--- src/rtl/control_sequencer.sv ---
// rtl/control_sequencer.sv - multi-cycle fetch/decode/issue sequencer driving the ALU over start/done

package constants_pkg;
  typedef enum logic [1:0] {
    REG_READ  = 2'd0,
    REG_WRITE = 2'd1,
    ADD       = 2'd2,
    SUB       = 2'd3
  } ALUOp;
endpackage

module control_sequencer #(
  parameter int unsigned          PC_WIDTH = 8,
  parameter logic [PC_WIDTH-1:0] RESET_PC = '0
) (
  input  logic                clk,
  input  logic                reset,
  output logic [PC_WIDTH-1:0] pc,
  output logic                mem_rd,
  input  logic [15:0]         mem_data,
  output constants_pkg::ALUOp alu_op,
  output logic                alu_start,
  input  logic                alu_done,
  output logic [3:0]          dst_reg,
  output logic [3:0]          src_a,
  output logic [3:0]          src_b,
  output logic [7:0]          imm,
  output logic                halted,
  output logic                illegal
);

  localparam logic [3:0] OP_NOP  = 4'h0;
  localparam logic [3:0] OP_LDI  = 4'h1;
  localparam logic [3:0] OP_ADD  = 4'h2;
  localparam logic [3:0] OP_SUB  = 4'h3;
  localparam logic [3:0] OP_RD   = 4'h4;
  localparam logic [3:0] OP_JMP  = 4'h8;
  localparam logic [3:0] OP_HALT = 4'hF;

  typedef enum logic [2:0] {
    FETCH    = 3'd0,
    WAIT_MEM = 3'd1,
    DECODE   = 3'd2,
    ISSUE    = 3'd3,
    WAIT_ALU = 3'd4,
    HALTED   = 3'd5
  } state_t;

  state_t              state_q;
  state_t              state_n;
  logic [15:0]         ir_q;
  logic [PC_WIDTH-1:0] pc_n;
  logic [PC_WIDTH-1:0] pc_inc;
  logic [PC_WIDTH-1:0] jmp_target;
  logic                set_illegal;

  logic [3:0]          opcode;
  logic                is_alu;
  logic                is_jmp;
  logic                is_halt;
  logic                is_nop;
  constants_pkg::ALUOp dec_op;

  // Operand fields come straight from the instruction register, so they stay
  // put from DECODE until the next instruction word is latched.
  assign opcode  = ir_q[15:12];
  assign dst_reg = ir_q[11:8];
  assign src_a   = ir_q[7:4];
  assign src_b   = ir_q[3:0];
  assign imm     = ir_q[7:0];

  assign pc_inc     = pc + PC_WIDTH'(1);
  assign jmp_target = PC_WIDTH'(ir_q[7:0]);

  // Classify the latched opcode and pick the ALU command it maps to.
  always_comb begin
    dec_op  = constants_pkg::REG_READ;
    is_alu  = 1'b0;
    is_jmp  = 1'b0;
    is_halt = 1'b0;
    is_nop  = 1'b0;
    case (opcode)
      OP_NOP:  is_nop = 1'b1;
      OP_LDI:  begin dec_op = constants_pkg::REG_WRITE; is_alu = 1'b1; end
      OP_ADD:  begin dec_op = constants_pkg::ADD;       is_alu = 1'b1; end
      OP_SUB:  begin dec_op = constants_pkg::SUB;       is_alu = 1'b1; end
      OP_RD:   begin dec_op = constants_pkg::REG_READ;  is_alu = 1'b1; end
      OP_JMP:  is_jmp  = 1'b1;
      OP_HALT: is_halt = 1'b1;
      default: ;
    endcase
  end

  // Next-state and next-pc selection for the instruction cycle.
  always_comb begin
    state_n     = state_q;
    pc_n        = pc;
    set_illegal = 1'b0;
    case (state_q)
      // Reset lands here with the strobe low; one cycle is spent raising it
      // so every fetch cycle carries a visible mem_rd.
      FETCH: begin
        if (mem_rd) begin
          state_n = WAIT_MEM;
        end
      end
      WAIT_MEM: state_n = DECODE;
      DECODE: begin
        if (is_alu) begin
          state_n = ISSUE;
        end else if (is_jmp) begin
          pc_n    = jmp_target;
          state_n = FETCH;
        end else if (is_halt) begin
          state_n = HALTED;
        end else begin
          pc_n        = pc_inc;
          set_illegal = ~is_nop;
          state_n     = FETCH;
        end
      end
      ISSUE: state_n = WAIT_ALU;
      WAIT_ALU: begin
        if (alu_done) begin
          pc_n    = pc_inc;
          state_n = FETCH;
        end
      end
      HALTED:  state_n = HALTED;
      default: state_n = FETCH;
    endcase
  end

  // State register; reset aborts whatever instruction was in flight.
  always_ff @(posedge clk) begin
    if (reset) begin
      state_q <= FETCH;
    end else begin
      state_q <= state_n;
    end
  end

  // Registered outputs, program counter and instruction register.
  always_ff @(posedge clk) begin
    if (reset) begin
      pc        <= RESET_PC;
      mem_rd    <= 1'b0;
      alu_start <= 1'b0;
      halted    <= 1'b0;
      illegal   <= 1'b0;
      alu_op    <= constants_pkg::REG_READ;
      ir_q      <= '0;
    end else begin
      pc        <= pc_n;
      mem_rd    <= (state_n == FETCH);
      alu_start <= (state_n == ISSUE);
      halted    <= (state_n == HALTED);
      illegal   <= illegal | set_illegal;
      if (state_q == WAIT_MEM) begin
        ir_q <= mem_data;
      end
      if (state_n == ISSUE) begin
        alu_op <= dec_op;
      end
    end
  end

endmodule

--- config.mk ---
export PLATFORM = sky130hd
export DESIGN_NAME = control_sequencer
export DESIGN_NICKNAME = d
export VERILOG_FILES = /design/src/rtl/control_sequencer.sv
export SDC_FILE = /design/constraint.sdc
export NUM_CORES = 1
export LEC_CHECK = 0
export CAP_MARGIN = 40
export CORE_ASPECT_RATIO = 1.75
export CORE_MARGIN = 2
export CORE_UTILIZATION = 50
export DETAILED_ROUTE_END_ITERATION = 8
export GPL_TIMING_DRIVEN = 1
export HOLD_SLACK_MARGIN = 0.08
export PLACE_DENSITY = 0.95
export REMOVE_ABC_BUFFERS = 1
export SLEW_MARGIN = 20
export SYNTH_ARGS = -nofsm -noshare
export SYNTH_HDL_FRONTEND = slang
export SYNTH_SLANG_ARGS = --single-unit
--- constraint.sdc ---
create_clock -name clk -period 4.54 [get_ports clk]
set_input_delay 1.362 -clock clk [delete_from_list [all_inputs] [get_ports clk]]
set_output_delay 1.362 -clock clk [all_outputs]
set_load 0.01 [all_outputs]
# Yosys cells after proc, flatten, opt, wreduce, memory -nomap -nowiden
# Index checks and enable logic that the tools add are counted.
# word_totals
inputBits,19
elab_cells,53
regBits,33
# classes
n_reduce_logical,6
eq_ne,16
mux,20
add_sub_neg,1
bitwise,2
# op_table
op,n
8-bit two-way mux,4
3-bit one-hot mux with 6 select lines,1
8-bit one-hot mux with 2 select lines,1
3-bit two-way mux,5
3-bit by 2-bit == test with 1-bit output (second input constant),3
3-bit == test (second input constant),3
8-bit by 1-bit adder with 8-bit output (second input constant),1
4-bit by 2-bit == test with 1-bit output (second input constant),2
4-bit == test (second input constant),2
1-bit two-way mux,8
3-bit zero test,2
2-bit one-hot mux with 3 select lines,1
4-bit by 1-bit == test with 1-bit output (second input constant),1
4-bit by 3-bit == test with 1-bit output (second input constant),1
4-bit zero test,1
2-bit != test (second input constant),2
4-bit AND reduction,1
4-bit OR reduction,1
3-bit by 1-bit == test with 1-bit output (second input constant),1
3-bit != test (second input constant),1
2-bit nonzero test,1
1-bit NOT,1
1-bit OR,1

# Logic depth before layout (Yosys ltp)
# depth
word_depth,8
ltp_mapped,7
depth_no_buf,5

# Least setup slack after synthesis
# OpenSTA, ideal clock, no wires.
# synth_timing
path_type,input to register
from,in alu_done
to,reg pc[5]
arrival_time_ns,2.135
setup_slack_ns,2.270
setup_ns,0.134
path_stages,4
t_required_ns,4.406
cell_sequence,inv_1 o221a_2 o311ai_0 o31ai_1
# synth_via
elab_chain_len,2
# synth_lines
item,line,source
start: declaration,23,"input logic alu_done,"
2-bit != test (no line),--,
4-bit AND reduction (no line),--,
end signal: assignment,154,pc <= pc_n;
end: declaration,18,"output logic [PC_WIDTH-1:0] pc,"
# Every way passes these cells.
# A chain may end at the register's enable or synchronous reset.

==> flow_summary.yaml <==
floorplanning:
  die_h_um: 81.9
  num_rows: 28
  dieArea_mm2: 0.00398
  initial_core_util: 0.516
  die_w_um: 48.5
  coreArea_mm2: 0.00336
  ioPinCount: 53
sta:
  fin_tns_setup_ps: 0
  skew_ps: 8.31
  fmax_mhz: 364
  min_period_ps: 2740
  worst_slew_pin_slew_ps: 662
  rsz0062_at_grt: "no"
  finalHoldViolCount: 0
  slew_headroom: 0.558
  finalSetupViolCount: 0
  final_max_slew_viol_count: 0
  fin_hold_ws_ps: 454
  post-route-period-util: 0.605
min_path:
  hp-start: "ir_q[11]"
  holdCritPathClass: "reg2reg"
  min_to: "ir_q[11]"
  holdPathStages: 2
power_and_ir_drop:
  p_leak_uw: 0.000789
  power_uw: 721
  max-vdd-ir-drop_v: 0.000298
  cellPowerDensity_mw_per_mm2: 330
setup_path:
  required_ps: 4700
  crit_arrival_ps: 2900
  start_kind: "primary input"
  rr_worst_depth: 4
  r2r_end: "pc[7]"
  r2r_slack_ps: 2480
  cp-end-kind: "flip-flop"
  worstReg2RegStart: "ir_q[15]"
  crit_type: "in2reg"
  critPathMaxFanout: 17
grt:
  grt.total_usage: 0.219
  antenna_found_initial: 0
  grt_max_degree: 19
  grt_pass1_wl_um: 6820
  grt_pass1_vias: 1514
  overflow: 0
placement:
  placed_area_mm2: 0.00210
  routabilityCongestion: 0.910
  dp.cells: 272
  io_buffers: 52
  dp_hpwl_um: 2840
clocking:
  cts_made_buffers: 5
  hold_buffers: 0
  cts.clk_slew.worst_paths_ps: 70
  clkLatencyLatePin_ps: 290
  post_cts_buffers: 0
  cts.htree.levels: 2
  clockBufferDepth: 2
  cts_sinks: 33
  cts_resized: 0
  cts_tree: "yes"
  root_buffer: "clkbuf_8"
final_layout:
  multi_input_area_um2: 841
  layout.cells.non_filler: 280
  drive_gt1_frac: 0.0681
  finalNetCount: 254
  antenna_cells: 0
  fillers: 301
  syn2layout_area_growth_pct: 25.8
  seq_area_um2: 661
  fin_area_mm2: 0.00218
status:
  status: "finished clean"
yosys:
  synth_most_common_cell: "nand2_1"
  ys.flop_type: "dfxtp_1"
  ys_seq_area_frac: 0.381
  netlist-cell-type-count: 44
  synth_commonest_cells: "nand2_1, dfxtp_1, a21oi_1"
  synth_cells: 208
  yosys-top-cells-area: "dfxtp_1, buf_4, nand2_1"
  syn_area_per_cell_um2: 8.34
  ys_warn_count: 0
  synth_seq_cells: 33
  ys_async_sr_fraction: 0
  synth_top_area_frac: 0.381
  synth_edf_count: 0
  yosysTopAreaCell: "dfxtp_1"
  synth_area_mm2: 0.00174
job:
  drv_cap: 0
routing:
  via_count: 1583
  firstDrtPassIters: 4
  via_per_inst: 5.65
  drtIter0Drc: 24
  drc_errors: 0
  drt-total-wl_um: 3960
  drtAntennaViolNets: 0
  detail_route.wl_per_cell_um: 14.1
critical path: stages:
cell and delay (ps):
clkdlybuf4s50_1 880, inv_1 330, o311ai_0 200, o31ai_1 130
per-layer routing:
metal | vias up | wire, µm | track usage
met5 | - | 0 | 0
met4 | 0 | 116 | 0.137
met3 | 10 | 204 | 0.0364
met2 | 64 | 2130 | 0.399
met1 | 743 | 1500 | 0.236
li1 | 766 | - | -
metrics by stage:
stage	util	worst slack [ps]
after floorplan	-	2270
after global placement	0.624	1580
after detailed placement	0.624	1480
after CTS	0.649	1780
after global routing	0.649	1670
final	0.649	1800
cell families (layout without fill, tap and decap cells):
family	after synthesis	after routing	synth area share
mux	9	9	0.0519
fa+ha+maj	1	1	0.00721
flops	33	33	0.381
simple gates	80	80	0.234
buf+inv	37	64	0.135
compound gates	48	48	0.192
sequential cells by signal (all words and copies together), names as in the netlist:
register	cells
state_q	3
halted	1
mem_rd	1
pc	8
illegal	1
alu_op	2
alu_start	1
ir_q	16
final cells by class:
| class | instances | share of cell area |
|---|---|---|
| repair buffers | 53 | 0.242 |
| well taps | 45 | 0.0258 |
| clock buffers | 5 | 0.0315 |
| clock inverters | 3 | 0.00802 |
| inverters | 3 | 0.00516 |
| flip-flops and latches | 33 | 0.303 |
| multi-input cells | 138 | 0.385 |
report_power, final:
| part | switching (µW) | internal, µW |
|---|---|---|
| clock | 107 | 106 |
| sequential | 27.3 | 312 |
| combinational | 82.1 | 87.0 |
worst max path at each step:
stage                        start  endpoint  depth (start not counted)
final                        reset     pc[5]                          4
after floorplan           alu_done     pc[5]                          4
after global placement       reset     pc[5]                          4
after global routing         reset     pc[5]                          4
after CTS                    reset     pc[5]                          4
after detailed placement     reset     pc[5]                          4
cells in the final DEF, fill, tap and decap left out, types with 2 or more instances in the layout:
master / instances
a211oi_1: 6
a21oi_1: 21
a2bb2oi_1: 2
and2_1: 2
and3_1: 2
clkbuf_8: 5
clkdlybuf4s50_1: 52
clkinv_2: 2
dfxtp_1: 33
inv_1: 3
mux2i_1: 9
nand2_1: 40
nand3_1: 2
nand3b_1: 2
nor2_1: 12
nor3_1: 4
nor3b_1: 2
nor4_1: 2
nor4b_1: 2
o21ai_0: 2
o311ai_1: 2
o31ai_1: 4
o32ai_1: 3
(Power assumes the default switching activity.)
